**config.mk**
```make
export PLATFORM = sky130hd
export DESIGN_NAME = uart_rx
export DESIGN_NICKNAME = d
export VERILOG_FILES = /design/src/rtl/uart_rx.sv
export SDC_FILE = /design/constraint.sdc
export NUM_CORES = 1
export LEC_CHECK = 0
export BUFFER_PORTS_ARGS = -buffer_cell sky130_fd_sc_hd__buf_2
export CAP_MARGIN = 5
export CORE_MARGIN = 4
export CORE_UTILIZATION = 52
export CTS_CLUSTER_DIAMETER = 80
export CTS_CLUSTER_SIZE = 12
export DETAILED_ROUTE_END_ITERATION = 10
export PLACE_DENSITY = 0.77
export SLEW_MARGIN = 20
export SYNTH_ARGS = -nofsm -noshare
export SYNTH_HDL_FRONTEND = slang
export SYNTH_SLANG_ARGS = --single-unit
```
**constraint.sdc**
```tcl
create_clock -name i_clk -period 1.7 [get_ports i_clk]
set_input_delay 0.51 -clock i_clk [delete_from_list [all_inputs] [get_ports i_clk]]
set_output_delay 0.51 -clock i_clk [all_outputs]
set_load 0.01 [all_outputs]
```
**src/rtl/uart_rx.sv**
```systemverilog
// 8N1 UART receiver: 2-flop synchroniser, mid-bit sampling, one-cycle o_valid / o_frame_err strobes.
// Byte strobed ~2+HALF+9*TICKS_PER_BIT+1 cycles after the start edge; no backpressure, o_data is overwritten by the next good frame.
module uart_rx #(
  parameter int TICKS_PER_BIT      = 243,
  parameter int TICKS_PER_BIT_SIZE = 8
) (
  input  logic       i_clk,
  input  logic       in_rst,
  input  logic       i_rx,
  output logic [7:0] o_data,
  output logic       o_valid,
  output logic       o_frame_err,
  output logic       o_busy
);

  localparam int HALF = TICKS_PER_BIT / 2;
  localparam logic [TICKS_PER_BIT_SIZE-1:0] HALF_LAST = TICKS_PER_BIT_SIZE'(HALF - 1);
  localparam logic [TICKS_PER_BIT_SIZE-1:0] BIT_LAST  = TICKS_PER_BIT_SIZE'(TICKS_PER_BIT - 1);
  localparam logic [TICKS_PER_BIT_SIZE-1:0] TICK_ONE  = TICKS_PER_BIT_SIZE'(1);

  typedef enum logic [2:0] {
    IDLE  = 3'd0,
    START = 3'd1,
    DATA  = 3'd2,
    STOP  = 3'd3,
    DONE  = 3'd4,
    ERR   = 3'd5
  } state_t;

  state_t                        r_state;
  logic                          r_rx_meta;
  logic                          r_rx_s;
  logic [TICKS_PER_BIT_SIZE-1:0] r_tick;
  logic [2:0]                    r_bit;
  logic [7:0]                    r_shift;
  logic [7:0]                    r_data;
  logic                          r_valid;
  logic                          r_frame_err;
  logic                          r_busy;

  logic                          w_half_end;
  logic                          w_bit_end;

  assign w_half_end = (r_tick == HALF_LAST);
  assign w_bit_end  = (r_tick == BIT_LAST);

  // i_rx is asynchronous; nothing downstream may look at it directly.
  always_ff @(posedge i_clk or negedge in_rst) begin
    if (!in_rst) begin
      r_rx_meta <= 1'b1;
      r_rx_s    <= 1'b1;
    end else begin
      r_rx_meta <= i_rx;
      r_rx_s    <= r_rx_meta;
    end
  end

  always_ff @(posedge i_clk or negedge in_rst) begin
    if (!in_rst) begin
      r_state     <= IDLE;
      r_tick      <= '0;
      r_bit       <= '0;
      r_shift     <= '0;
      r_data      <= '0;
      r_valid     <= 1'b0;
      r_frame_err <= 1'b0;
      r_busy      <= 1'b0;
    end else begin
      r_valid     <= 1'b0;
      r_frame_err <= 1'b0;
      case (r_state)
        IDLE: begin
          r_tick <= '0;
          if (!r_rx_s) begin
            r_state <= START;
            r_busy  <= 1'b1;
          end
        end
        START: begin
          if (w_half_end) begin
            r_tick <= '0;
            r_bit  <= '0;
            // A line back high at mid-start is a glitch, not a frame.
            if (!r_rx_s) begin
              r_state <= DATA;
            end else begin
              r_state <= IDLE;
              r_busy  <= 1'b0;
            end
          end else begin
            r_tick <= r_tick + TICK_ONE;
          end
        end
        DATA: begin
          if (w_bit_end) begin
            r_tick  <= '0;
            r_shift <= {r_rx_s, r_shift[7:1]};
            r_bit   <= r_bit + 3'd1;
            if (r_bit == 3'd7) begin
              r_state <= STOP;
            end
          end else begin
            r_tick <= r_tick + TICK_ONE;
          end
        end
        STOP: begin
          if (w_bit_end) begin
            r_tick <= '0;
            if (r_rx_s) begin
              r_state <= DONE;
              r_data  <= r_shift;
              r_valid <= 1'b1;
            end else begin
              r_state     <= ERR;
              r_frame_err <= 1'b1;
            end
          end else begin
            r_tick <= r_tick + TICK_ONE;
          end
        end
        DONE: begin
          r_state <= IDLE;
          r_busy  <= 1'b0;
        end
        ERR: begin
          // Wait out a break / stuck-low line before hunting for a new start.
          if (r_rx_s) begin
            r_state <= IDLE;
            r_busy  <= 1'b0;
          end
        end
        default: begin
          r_state <= IDLE;
          r_tick  <= '0;
          r_busy  <= 1'b0;
        end
      endcase
    end
  end

  assign o_data      = r_data;
  assign o_valid     = r_valid;
  assign o_frame_err = r_frame_err;
  assign o_busy      = r_busy;

endmodule

```
==> results of run 1 <==
==> logic make-up after synthesis <==
family	share of synthesized area, %
compound gates	12.9
fa+ha+maj	3.72
buf+inv	2.61
flops	52.3
mux	12.7
simple gates	15.8
==> stage by stage <==
stage	std cells	hold slack (ns)
finish	222	0.111
global route	222	0.130
floorplan	140	0.214
global placement	211	0.346
CTS	222	0.115
detailed placement	211	0.347
==> registers in the layout (all words and copies together), names as in the netlist <==
register,cells
o_busy,1
r_rx_meta,1
o_frame_err,1
r_state,3
o_valid,1
o_data,8
r_bit,3
r_rx_s,1
r_shift,8
r_tick,8
==> cell usage after synthesis (all sizes together) (4+ instances only) <==
cell / n / area share [%]
mux2: 19 / 13
inv: 5 / 1.1
o21ai: 6 / 2.0
nor3: 5 / 2.2
nand2: 7 / 1.6
nand3: 5 / 1.5
ha: 5 / 3.7
and2: 4 / 1.6
dfrtp: 33 / 49
nor2: 5 / 1.1
==> metal layers <==
metal | global-route usage [%] | up-vias | part of all wire [%]
li1 | - | 601 | -
met1 | 23.5 | 646 | 42
met2 | 34.4 | 35 | 52
met3 | 3.81 | 10 | 4.4
met4 | 8.71 | 0 | 2.3
met5 | 0 | - | 0
==> power by group through the flow <==
stage	sequential, mW	clock, mW	combinational (mW)
5_1_grt	0.840	0.598	0.0310
3_3_place_gp	0.855	0	0.0266
3_5_place_dp	0.855	0	0.0281
2_1_floorplan	0.854	0	0.00283
4_1_cts	0.839	0.566	0.0280
6_report	0.839	0.553	0.0266
==> layout by cell type, fill, tap and decap left out, types with 2 or more instances in the layout <==
| cell type | n |
|---|---|
| or3_1 | 2 |
| and2_1 | 3 |
| a32o_1 | 2 |
| and3_1 | 3 |
| inv_1 | 3 |
| a211o_1 | 2 |
| a22oi_2 | 2 |
| dfrtp_1 | 33 |
| nor2b_1 | 3 |
| nand3_1 | 5 |
| buf_12 | 2 |
| dfstp_2 | 2 |
| buf_6 | 2 |
| o21ai_0 | 4 |
| a221o_1 | 3 |
| ha_1 | 4 |
| nand2b_1 | 2 |
| mux2_2 | 19 |
| inv_2 | 2 |
| nand2_1 | 6 |
| buf_2 | 13 |
| a211oi_1 | 2 |
| clkbuf_4 | 5 |
| nor2_1 | 5 |
| nor3_1 | 4 |
| a21oi_2 | 2 |
| buf_4 | 18 |
| a21o_1 | 2 |
| nand3b_1 | 2 |
==> final cells by class <==
cell class / count / area (µm²) / area share, %
clock buffer: 6 / 41.3 / 1.98
clock inverter: 1 / 30.0 / 1.44
inverter: 5 / 18.8 / 0.901
multi-input combinational: 96 / 797 / 38.3
sequential: 35 / 878 / 42.2
tap: 44 / 55.1 / 2.64
timing repair buffer: 35 / 263 / 12.6
==> repair_timing <==
| action | CTS | global route |
|---|---|---|
| hold buffers | 0 | 0 |
| pin swaps | 4 | 2 |
| gates resized for setup | 8 | 3 |
| endpoints found under the setup margin | 21 | 29 |
| buffers inserted | 4 | 0 |
==> final timing paths <==
path,end,slack (ns),cells after the start
worst max-delay path,r_bit[2],-0.07,7
worst min register to register,r_rx_s,0.36,0
min in group i_clk,r_rx_meta,0.28,1
max in group asynchronous,r_state[1],1.15,2
worst min-delay path,r_shift[6],0.11,1
worst max register to register,r_bit[2],-0.07,7
==> critical path, delay by kind of cell (launching register included) <==
family | cells | cell delay [ns]
fa+ha+maj | 1 | 0.12
buf+inv | 2 | 0.21
compound gates | 1 | 0.32
mux | 1 | 0.29
flops | 1 | 0.40
simple gates | 2 | 0.32
==> summary.md, run 1 <==
| Metric | Value |
|---|---|
| Sw Pwr | approximately 0.27 mW |
| Antenna viol nets, final | 0 |
| Final Power | 1.42 mW |
| Pint | approximately 1.1 mW |
| Reported max-cap violation count | 0 |
| Register area share after synthesis | 52.3% |
| First-pass GRT wire length | about 6.4 mm |
| Die Area | 4200 µm² |
| Yosys warns | 0 |
| Critical-path cell list | inv_2 > ha_4 > and4b_4 > buf_4 > nand3b_1 > a211o_1 > mux2_2 |
| Clock latency on the worst-skew pair | about 0.33 ns |
| Post-synth top flop | dfrtp_1 |
| Pre-CTS WS | -0.0943 ns |
| CTS tree | yes |
| DR WL/cell | between 15 and 20 µm |
| Reg power frac | approximately three fifths |
| Sink Count | 35 |
| Post-Route WL | approximately 3.6 mm |
| Largest net degree at the start of global routing | 19 |
| Final hold viol count | 0 |
| CP peak stage delay | roughly 0.40 ns |
| Crit. End Element | flip-flop |
| Period Utilization, post-route | 104% |
| Clock Skews | roughly 0.0083 ns |
| Clock buffer count from CTS | 5 |
| Crit path DAT | between 1.5 and 2 ns |
| Reg2reg start | r_tick[0] |
| Async set-reset flop share out of synthesis | between 90% and 100% |
| Core ar. | roughly 3000 µm² |
| Die Wd | 64.8 µm |
| Failing checks | negative setup slack |
| Actual slew at the worst max-slew pin | approximately 0.49 ns |
| Core Rows | 20 |
| Chip height | approximately 65 µm |
| First drt pass iteration count | 4 |
| Initial antenna violation count | 0 |
| Via count | about 1300 |
| Clock slew at reported path FFs | 0.10 ns |
| Setup_tns | -0.665 ns |
| Initial drt markers | between 50 and 60 |
| Worst setup path class | reg2reg |
| Power share of the clock group | between 30 and 40% |
| Worst path slowest cell | dfrtp_1 |
| Crit path launch | r_tick[0] |
| NumNets Final | between 150 and 200 |
| Design Area, Final | between 2000 and 2500 µm² |
| Post-synth EDFFs | 0 |
| Total track usage | between 10% and 20% |
| Max-slew headroom | between 60 and 70% |
| Unrepaired setup endpoints after global routing | yes |
| Outcome | complete, but fails checks |
| Placer congestion estimate | around 0.89 |
| Max-slew violation count | 0 |
| Area delta synth->final | 24.0% |
| Port Buffers | 13 |
| Synth Register Bits | 35 |
| Mapped Nets | ~150 |
| Synth Instances | between 100 and 150 |
| Max Buffers Root-to-Sink | 2 |
| P_leak | about 1.0 nW |
| Yosys cell types | 42 |
| Syn Area/Cell | about 12 µm² |
| Share of layout cells above drive strength 1 | between 40% and 50% |
| Fmax achieved | ~560 MHz |
| VDD IR max | ~0.00058 V |
| Minimum clock period | 1.77 ns |
| Switch share | 19.1% |
| Antenna diodes | 0 |
| Critical Path Start Type | flip-flop |
| Comb power frac | 1.9% |
| Via density | between 5 and 6 |
| Placed cell area | about 1900 µm² |
| Vias in the first global route | 1417 |
| Worst min path class | in2async |
| Grt ovf | 0 |
| Initial Util | 54.6% |
| CP max FO | 3 |
| Worst EP required | ~1.9 ns |
| Fin util | roughly two thirds |
| Setup slack after layout | -0.0713 ns |
| IO Pins | 14 |
| Final setup vio count | 17 |
| Filler cells | between 200 and 250 |
| CTS root buffer | clkbuf_4 |
| DR DRC count | 0 |
| DP HPWL | 2.57 mm |
| Synthesized cell area | 1680 µm² |
| Number of H-tree levels | 2 |
| Power per standard cell area | a little under 700 nW/µm² |
Note: power is estimated with default switching activity, not from simulation.
==> run 2: changes to the inputs <==
Settings changed: CELL_PAD_IN_SITES_DETAIL_PLACEMENT set to 1, CELL_PAD_IN_SITES_GLOBAL_PLACEMENT set to 2, CORE_UTILIZATION 52 to 36.
Clock period 1.7 ns to 1.5 ns, I/O delays scaled along.
==> summary.md, run 2 (same netlist as run 1, synthesis figures left out) <==
| Metric | Value |
|---|---|
| Worst setup path class | reg2reg |
| VDD IR max | ~0.00066 V |
| Port Buffers | 13 |
| Number of H-tree levels | 2 |
| Clock latency on the worst-skew pair | between 0.2 and 0.3 ns |
| First drt pass iteration count | 4 |
| Final hold viol count | 0 |
| CP max FO | 6 |
| Design Area, Final | 2250 µm² |
| Share of layout cells above drive strength 1 | between 40% and 50% |
| Die Wd | 76.3 µm |
| DR DRC count | 0 |
| Setup slack after layout | -0.252 ns |
| Actual slew at the worst max-slew pin | 0.330 ns |
| Antenna diodes | 0 |
| P_leak | between 1 and 1.5 nW |
| Unrepaired setup endpoints after global routing | yes |
| CTS root buffer | clkbuf_8 |
| Final setup vio count | 29 |
| Clock buffer count from CTS | 5 |
| First-pass GRT wire length | about 7.2 mm |
| Sink Count | 35 |
| Post-Route WL | between 4 and 5 mm |
| Clock slew at reported path FFs | ~0.070 ns |
| Inst Count DP | between 200 and 250 |
| Power per standard cell area | 883 nW/µm² |
| Chip height | 76.3 µm |
| Max-slew headroom | 77.8% |
| CTS tree | yes |
| Grt ovf | 0 |
| Initial drt markers | 35 |
| Critical Path Start Type | flip-flop |
| Total track usage | between 10% and 20% |
| Vias in the first global route | ~1500 |
| Crit. End Element | flip-flop |
| Worst min path class | in2async |
| Placed cell area | between 2000 and 2500 µm² |
| Core ar. | between 4000 and 5000 µm² |
| Initial Util | 37.8% |
| DP HPWL | between 3 and 4 mm |
| Fin util | approximately half |
| Fmax achieved | around 570 MHz |
| Die Area | between 5000 and 6000 µm² |
| Via density | 5.41 |
| Placer congestion estimate | approximately 0.85 |
| Minimum clock period | about 1.8 ns |
| IO Pins | 14 |
| Max-slew violation count | 0 |
| Outcome | complete, but fails checks |
| Multi-input gate area | ~810 µm² |
| Antenna viol nets, final | 0 |
| Via count | about 1300 |
| NumNets Final | 196 |
| Reg2reg start | r_tick[1] |
| Largest net degree at the start of global routing | 36 |
| Failing checks | negative setup slack |
| Clock Skews | 0.0104 ns |
| Area delta synth->final | 33.9% |
| Crit path DAT | about 1.9 ns |
| DR WL/cell | roughly 18 µm |
| Most common cell after layout, fill and taps aside | dfrtp_1 |
| Reg area | between 800 and 900 µm² |
| Max Buffers Root-to-Sink | 2 |
| Most frequent cells in the layout | dfrtp_1 (33), buf_4 (27), mux2_2 (18), buf_2 (13) |
| Period Utilization, post-route | 117% |
| Worst R2R Path Depth | 6 |
| Filler cells | approximately 500 |
| Initial antenna violation count | 0 |
| Final Non-Filler Cells | between 200 and 250 |
| Reported max-cap violation count | 0 |
| Reg-to-reg slack, setup | -0.25 ns |
| Worst EP required | ~1.7 ns |
| Final Power | about 2.0 mW |
| FF-to-FF End | r_state[1] |
| Core Rows | 24 |
[run 2: changes by cell type in the layout (fill, tap and decap cells not counted), moves of 2 or more]
cell      delta
a21oi_1      +2
a21oi_2      -2
buf_4        +9
clkbuf_4     -5
clkbuf_8     +5
nor2_1       -2
[run 2: timing repair]
action,in CTS,in global routing
gates resized for setup,8,8
setup buffers,3,1
hold buffers,0,0
pin swaps,3,4
endpoints found under the setup margin,29,31
[run 2: layout make-up]
| cell class | count | share of cell area, % |
|---|---|---|
| Inverter | 5 | 0.834 |
| Clock inverter | 2 | 2.67 |
| Clock buffer | 6 | 3.23 |
| Tap cell | 52 | 2.89 |
| Multi-Input combinational cell | 96 | 36.2 |
| Timing Repair Buffer | 45 | 15.2 |
| Sequential cell | 35 | 39.0 |
[run 2: worst max-delay path, cell delays in order, from the launching register on]
cell and delay, ns:
dfrtp_1 0.37, inv_2 0.05, ha_4 0.15, and4b_4 0.18
a2111o_1 0.46, and2_4 0.20, a32o_1 0.22
[run 2: per-stage QoR]
step | TNS (ns) | setup slack, ns | hold slack, ns
6_report | -5.47 | -0.252 | 0.106
5_1_grt | -8.32 | -0.340 | 0.112
4_1_cts | -5.77 | -0.282 | 0.117
3_5_place_dp | -5.30 | -0.262 | 0.347
3_3_place_gp | -4.51 | -0.211 | 0.347
2_1_floorplan | -4.07 | -0.220 | 0.154
[run 2: per-layer routing]
metal	track usage [%]	vias up	share of wire, %
met5	0	-	0
met4	6.88	0	2.8
met3	3.66	10	2.9
met2	26.7	20	53
met1	18.6	659	42
li1	-	616	-
[run 2: how the worst max path moves through the flow]
stage / start / endpoint / slack [ns] / cells after the start
after floorplan: r_tick[0] / r_state[1] / -0.22 / 7
after global placement: r_tick[1] / r_state[1] / -0.21 / 6
after detailed placement: r_tick[1] / r_state[1] / -0.26 / 6
after CTS: r_tick[0] / r_tick[5] / -0.28 / 7
after global routing: r_tick[1] / r_tick[4] / -0.34 / 6
final: r_tick[1] / r_state[1] / -0.25 / 6
[run 2: power by group]
| part | switching [mW] | internal, mW |
|---|---|---|
| logic | 0.0215 | 0.00920 |
| clock network | 0.340 | 0.664 |
| registers | 0.00301 | 0.948 |
| total | 0.365 | 1.62 |
